**config.mk**
```make
export PLATFORM = sky130hd
export DESIGN_NAME = disp_src_arbiter
export DESIGN_NICKNAME = d
export VERILOG_FILES = /design/src/rtl/cron_pkg.sv /design/src/rtl/disp_hold_timer.sv /design/src/rtl/disp_src_arbiter.sv
export SDC_FILE = /design/constraint.sdc
export NUM_CORES = 1
export LEC_CHECK = 0
export ABC_CLOCK_PERIOD_IN_PS = 2600
export BUFFER_PORTS_ARGS = -buffer_cell sky130_fd_sc_hd__buf_4
export CORE_MARGIN = 2
export CORE_UTILIZATION = 25
export CTS_CLUSTER_SIZE = 25
export DETAILED_ROUTE_END_ITERATION = 8
export GPL_TIMING_DRIVEN = 1
export PLACE_DENSITY = 0.51
export REMOVE_ABC_BUFFERS = 1
export SYNTH_ARGS = -nofsm -noshare
export SYNTH_HDL_FRONTEND = slang
export SYNTH_SLANG_ARGS = --single-unit
```
**constraint.sdc**
```tcl
create_clock -name clk -period 2.6 [get_ports clk]
set_input_delay 0.13 -clock clk [delete_from_list [all_inputs] [get_ports clk]]
set_output_delay 0.13 -clock clk [all_outputs]
set_load 0.01 [all_outputs]
```
**src/rtl/cron_pkg.sv**
```systemverilog
// Shared types for the chronometer display path.
// Digit vectors, display-owner encoding and time-base constants.
package cron_pkg;

  typedef logic [7:0][3:0] digits_t;

  typedef enum logic [1:0] {
    SRC_RUN = 2'd0,
    SRC_LAP = 2'd1,
    SRC_MSG = 2'd2
  } src_e;

  localparam int TICK_PERIOD_MS = 10;

endpackage

```
**src/rtl/disp_hold_timer.sv**
```systemverilog
// Lap hold counter: loads HOLD_TICKS, counts ticks down to zero.
// Pause freezes the count; load always wins over a same-cycle tick.
module disp_hold_timer #(
  parameter int HOLD_TICKS = 200,
  localparam int HW = $clog2(HOLD_TICKS + 1)
) (
  input  logic          clk,
  input  logic          rst,
  input  logic          i_load,
  input  logic          i_tick,
  input  logic          i_pause,
  output logic [HW-1:0] o_count_nxt,
  output logic          o_busy
);

  logic [HW-1:0] r_count;
  logic [HW-1:0] w_count_nxt;

  always_comb begin
    w_count_nxt = r_count;
    if (i_load) begin
      w_count_nxt = HW'(HOLD_TICKS);
    end else if (i_tick && !i_pause && r_count != '0) begin
      w_count_nxt = r_count - HW'(1);
    end
  end

  always_ff @(posedge clk or posedge rst) begin
    if (rst) begin
      r_count <= '0;
    end else begin
      r_count <= w_count_nxt;
    end
  end

  assign o_count_nxt = w_count_nxt;
  assign o_busy      = (r_count != '0);

endmodule

```
**src/rtl/disp_src_arbiter.sv**
```systemverilog
// Picks run / lap / message digits for the 7-segment display.
// Priority MSG > LAP > RUN; all display outputs registered.
module disp_src_arbiter
  import cron_pkg::*;
#(
  parameter int HOLD_TICKS = 200
) (
  input  logic            clk,
  input  logic            rst,
  input  logic            tick,
  input  logic [7:0][3:0] run_value,
  input  logic [7:0]      run_dot,
  input  logic            lap_req,
  input  logic [7:0][3:0] lap_value,
  input  logic [7:0]      lap_dot,
  input  logic            msg_req,
  input  logic [7:0][3:0] msg_value,
  input  logic [7:0]      msg_dot,
  output logic [7:0][3:0] value,
  output logic [7:0]      dot,
  output logic [1:0]      src,
  output logic            lap_busy
);

  localparam int HW = $clog2(HOLD_TICKS + 1);

  if (HOLD_TICKS < 1 || HOLD_TICKS > 65535) begin : g_bad_hold
    $error("disp_src_arbiter: HOLD_TICKS out of range 1..65535");
  end

  logic [HW-1:0] w_cnt_nxt;
  logic          w_busy;
  src_e          w_src;
  digits_t       w_value;
  logic [7:0]    w_dot;

  digits_t       r_lap_value;
  logic [7:0]    r_lap_dot;
  digits_t       r_value;
  logic [7:0]    r_dot;
  src_e          r_src;

  disp_hold_timer #(
    .HOLD_TICKS (HOLD_TICKS)
  ) u_hold (
    .clk         (clk),
    .rst         (rst),
    .i_load      (lap_req),
    .i_tick      (tick),
    .i_pause     (msg_req),
    .o_count_nxt (w_cnt_nxt),
    .o_busy      (w_busy)
  );

  always_comb begin
    w_src = SRC_RUN;
    if (msg_req) begin
      w_src = SRC_MSG;
    end else if (w_cnt_nxt != '0) begin
      w_src = SRC_LAP;
    end
  end

  // A lap request is shown straight from its inputs to avoid a bubble.
  always_comb begin
    w_value = run_value;
    w_dot   = run_dot;
    unique case (w_src)
      SRC_MSG: begin
        w_value = msg_value;
        w_dot   = msg_dot;
      end
      SRC_LAP: begin
        w_value = lap_req ? lap_value : r_lap_value;
        w_dot   = lap_req ? lap_dot   : r_lap_dot;
      end
      default: begin
        w_value = run_value;
        w_dot   = run_dot;
      end
    endcase
  end

  always_ff @(posedge clk or posedge rst) begin
    if (rst) begin
      r_lap_value <= '0;
      r_lap_dot   <= '0;
    end else if (lap_req) begin
      r_lap_value <= lap_value;
      r_lap_dot   <= lap_dot;
    end
  end

  always_ff @(posedge clk or posedge rst) begin
    if (rst) begin
      r_value <= '0;
      r_dot   <= '0;
      r_src   <= SRC_RUN;
    end else begin
      r_value <= w_value;
      r_dot   <= w_dot;
      r_src   <= w_src;
    end
  end

  assign value    = r_value;
  assign dot      = r_dot;
  assign src      = r_src;
  assign lap_busy = w_busy;

  a_src_legal: assert property (
    @(posedge clk) disable iff (rst) r_src != 2'd3
  );

endmodule
```
Word-level counts from Yosys, hierarchy flattened. Cells that the tools add are included.

Bitwise operators: 0. Shift-type cells: 0. Multipliers: 0. Equal/unequal tests: 2. Magnitude comparators: 0. Div/mod/pow operators: 0. Muxes and demuxes: 8. Reduce and logical (&&, ||, !) cells: 5. Add/subtract/negate cells: 1.

Operator list (count): one-hot mux 32 bit (2 select lines) (1); 2-to-1 mux 32 bit (1); 2-to-1 mux 8 bit (3); one-hot mux 8 bit (2 select lines) (1); nonzero test 8 bit (2); subtractor 8 x 1 -> 8 bit, second input constant (1); == test 2 x 1 -> 1 bit, second input constant (1); == test 2 bit, second input constant (1); logical AND 1 bit (2); 2-to-1 mux 2 bit (1); logical NOT 1 bit (1); 2-to-1 mux 1 bit (1).

Memory bits (writable): 0. Bits in latches: 0. Memories: 0. Bits of input ports: 125. Register bits: 90. Bits in read-only memories: 0. Output and inout port bits: 43.

Depth between registers and ports, before layout.
Depth after elaboration: 10. Mapped depth: 9. Gate-level depth less buffers: 8.

By module. From an unflattened synthesis, not the netlist that was laid out.

Cell total of the unflattened synthesis: 371. Area total of the unflattened synthesis: 4304.1 µm².

Modules (own cells, without submodules): disp_src_arbiter (area an instance 3769.9 µm², sequential area each 2052.0 µm², instances 1, cells an instance 319); disp_hold_timer (area an instance 534.3 µm², sequential area each 200.2 µm², instances 1, cells an instance 52).

Worst setup path after synthesis. Ideal clock, no wire load.

Path kind: register to register. Start point: register u_hold.r_count[0]. End point: register r_dot[7] (netlist: dot[7]). Library setup time: 0.122 ns. Arrival time: 2.438 ns. Path slack: 0.040 ns. Stages on the path, launching flop included: 8. Period minus slack after synthesis: 2.560 ns. Cell sequence: dfrtp_1 or4b_4 o21a_1 a211o_1 nor4_4 buf_6 a31o_2 o21ai_1.

Longest elaborated chain between the ends: 9. Elaborated cells between the ends (all ways): 11. Classes of those cells: add/sub (1); eq/ne (2); mux (5); reduce/logical (3).

RTL lines: from (decl) (line disp_hold_timer.sv:16) `logic [HW-1:0] r_count;`; from (signal assigned) (line disp_hold_timer.sv:32) `r_count <= w_count_nxt;`; parallel branches: the longest is 2 deep, another holds subtractor 8 x 1 -> 8 bit; 2-to-1 mux 8 bit * (line disp_hold_timer.sv:23) `end else if (i_tick && !i_pause && r_count != '0) begin`; 2-to-1 mux 8 bit * (line disp_hold_timer.sv:21) `if (i_load) begin`; via u_hold.o_count_nxt[3] (line disp_hold_timer.sv:12) `output logic [HW-1:0] o_count_nxt,`; nonzero test 8 bit * (line disp_src_arbiter.sv:59) `end else if (w_cnt_nxt != '0) begin`; 2-to-1 mux 1 bit * (line disp_src_arbiter.sv:59); 2-to-1 mux 2 bit * (line disp_src_arbiter.sv:57) `if (msg_req) begin`; == test 2 x 1 -> 1 bit / == test 2 bit (equally long branches) (line disp_src_arbiter.sv:68) `unique case (w_src)`; one-hot mux 8 bit (2 select lines) * (line disp_src_arbiter.sv:68); via w_dot[7] (line disp_src_arbiter.sv:35) `logic [7:0] w_dot;`; to (signal assigned) (line disp_src_arbiter.sv:101) `r_dot <= w_dot;`; to (decl) (line disp_src_arbiter.sv:40) `logic [7:0] r_dot;`.

Mark *: on every way through the listed nets, which the timed path passes.

==> metrics <==
min cycle time layout=2540 ps; Hold Crit Class=input port to register; DRC=0; Seq/Total Area, Yosys=0.524; Critical path origin=u_hold.r_count[1]$_DFF_PP0_; RR Startpoint=u_hold.r_count[1]$_DFF_PP0_; number of routed nets with antenna violations=0; layout cells sized above 1=0.492; kind of end point of the critical path=register; Post-Synthesis Cells=slightly above 400; P&R area growth vs syn=56.3%; Avg Vias per Cell=between 4 and 5; DRT iter0 DRCs=163; first-pass GRT wire length=about 19 mm; Layout Skew=between 6 and 7 ps; Post-DP HPWL=8.29 mm; global placement routability congestion=0.726; Wirelength per Cell=~15 um; die width=roughly 140 um; Placement Setup Slack=approximately 13 ps; top cells by area, synth=dfrtp_1 (52%), mux2_2 (11%), a31o_2 (8.2%); Combinational Power Share=0.180; nets=~750; initial antenna violation count=0; I/O pin cnt=168; Yosys top cell area share=0.524; P_leak=about 3.2 nW; synthesized area=4300 um2; Main synth FF type=dfrtp_1; number of global-route vias before repair=between 3,000 and 4,000; final setup violation count=0; Internal=~2.8 mW; Multi-input gate area=~1700 um2; sequential power share=0.427; Async S/R FF share, synth=1.00; CTS Buf Count=9; clk root buf=clkbuf_16; port bufs=167; Core ar.=16,700 um2; CTS HTree Levels=3; most frequent cell after synthesis=dfrtp_1; total die area=around 18,000 um2; drt total wl=around 12 mm; most instantiated cells after synthesis=dfrtp_1 (90), a21oi_1 (45), inv_1 (45); area post-placement=5860 um2; max cap viols=0; Yosys top cell by area=dfrtp_1; critical path arrival=~2800 ps; clk sinks=90; status=completed; initial core utilization=0.257; worst setup path category=register to register; switch share=0.244; hold_sp=msg_value[6]; Crit Path Max Fanout=4; final hold viol count=0; Clk network pwr share=0.393; CTS clk-pin slew, worst paths=roughly 70 ps; maximum number of pins on one net before global-route repair=70; relative max-transition margin=0.528; Design Area, Final=6710 um2; later-pin clock latency in the skew report=340 ps; final hold slack=7.81 ps; via count=about 3,800; Yosys Warn Count=0; Synth Area per Inst=about 10 um2; ANT cells=0; Row Count=47; fillers=between 1,500 and 2,000; final worst-path cycle share=0.975; Clock Tree Buf Depth=2; Final WS setup=roughly 65 ps; router iterations before antenna repair=4; Peak Freq=0.394 GHz; post-synthesis register bit count=90; crit path launch type=register; Yosys cell types=33; FF/Latch Area=2250 um2; CTS tree=yes; Critical Path RT=roughly 2800 ps; Peak VDD IR=between 0.3 and 0.4 mV; measured slew at the worst slew-check pin=707 ps; GRT overflow=0; Slew Limit Fails=0; Die Height=roughly 140 um; Net Switching=about 0.90 mW; Post-synth EDFFs=0; Power Dens Cells=548 nW/um2; GRT Total Usage=0.128
-- stage by stage --
step | total power [mW] | TNS, ps | std cells | utilization
2_1_floorplan | 1.87 | -65600 | 383 | -
5_1_grt | 3.85 | -1850 | 848 | 0.402
4_1_cts | 3.72 | 0 | 838 | 0.388
3_5_place_dp | 2.23 | 0 | 792 | 0.351
6_report | 3.68 | 0 | 848 | 0.402
3_3_place_gp | 2.22 | 0 | 792 | 0.351
-- what timing repair did --
action,in CTS,in global routing
hold endpoints to repair,44,0
endpoints found under the setup margin,0,34
resized for setup,0,12
hold buffers,30,0
buffers inserted,0,4
-- flip-flops by register name, indices dropped and copies added (netlist names) --
| signal | cells |
|---|---|
| src | 2 |
| value | 32 |
| dot | 8 |
| u_hold.r_count | 8 |
| r_lap_value | 32 |
| r_lap_dot | 8 |
-- critical path: stages (launching register included) --
cell,delay (ps)
dfrtp_1,410
or4b_4,560
o21a_1,190
a211o_1,280
nor4_4,310
buf_6,180
clkbuf_16,160
clkbuf_16,130
a31o_2,140
o21ai_1,60
-- cell families (layout without fill, tap and decap cells) --
logic type	Yosys count	after routing	synth area share
flops	90	90	0.524
buf+inv	77	290	0.0859
fa+ha+maj	1	1	0.00291
xor+xnor	1	1	0.00204
simple gates	72	72	0.0801
compound gates	131	131	0.193
mux	43	43	0.112
-- power groups by stage --
| stage | logic, mW | clock network [mW] | registers [mW] |
|---|---|---|---|
| 2_1_floorplan | 0.251 | 0 | 1.62 |
| 3_3_place_gp | 0.620 | 0 | 1.60 |
| 3_5_place_dp | 0.630 | 0 | 1.60 |
| 4_1_cts | 0.666 | 1.48 | 1.57 |
| 5_1_grt | 0.730 | 1.54 | 1.58 |
| 6_report | 0.661 | 1.45 | 1.57 |
-- area by class of cell --
cell class,instances,share of cell area
clock buffers,10,0.0356
multi-input cells,248,0.256
repair buffers,229,0.293
well taps,220,0.0410
clock inverters,6,0.0130
inverters,45,0.0253
flip-flops and latches,90,0.336
-- path summary, 6_finish.rpt --
| path | to | slack (ps) | depth (start not counted) |
|---|---|---|---|
| min in group asynchronous | value[6]$_DFF_PP0_ | 280 | 3 |
| max in group asynchronous | r_lap_value[25]$_DFF_PP0_ | 1520 | 4 |
| worst min-delay path | value[6]$_DFF_PP0_ | 8 | 3 |
| worst min register to register | r_lap_dot[5]$_DFF_PP0_ | 500 | 1 |
| worst max register to register | value[17]$_DFF_PP0_ | 60 | 9 |
| worst max-delay path | value[17]$_DFF_PP0_ | 60 | 9 |
-- layout by cell type (no fill, tap or decap), types with 2 or more instances in the layout --
cell and count:
buf_4 186, dfrtp_1 89, a21oi_1 44, inv_1 43, nand2_1 41, mux2_2 40, a31o_2 40, o21ai_1 40
dlygate4sd3_1 30, clkbuf_16 15, nor2_1 9, nor3_1 6, buf_12 5, nand2b_1 3, clkinv_2 3, nand3b_1 2
mux2i_1 2, inv_6 2, bufinv_16 2, buf_6 2
-- per-layer routing --
metal | global-route usage | up-vias | share of wire
li1 | - | 1844 | -
met1 | 0.155 | 1809 | 0.41
met2 | 0.221 | 90 | 0.51
met3 | 0.0327 | 12 | 0.060
met4 | 0.0457 | 0 | 0.014
met5 | 0 | - | 0
Note: power is estimated with default switching activity, not from simulation.
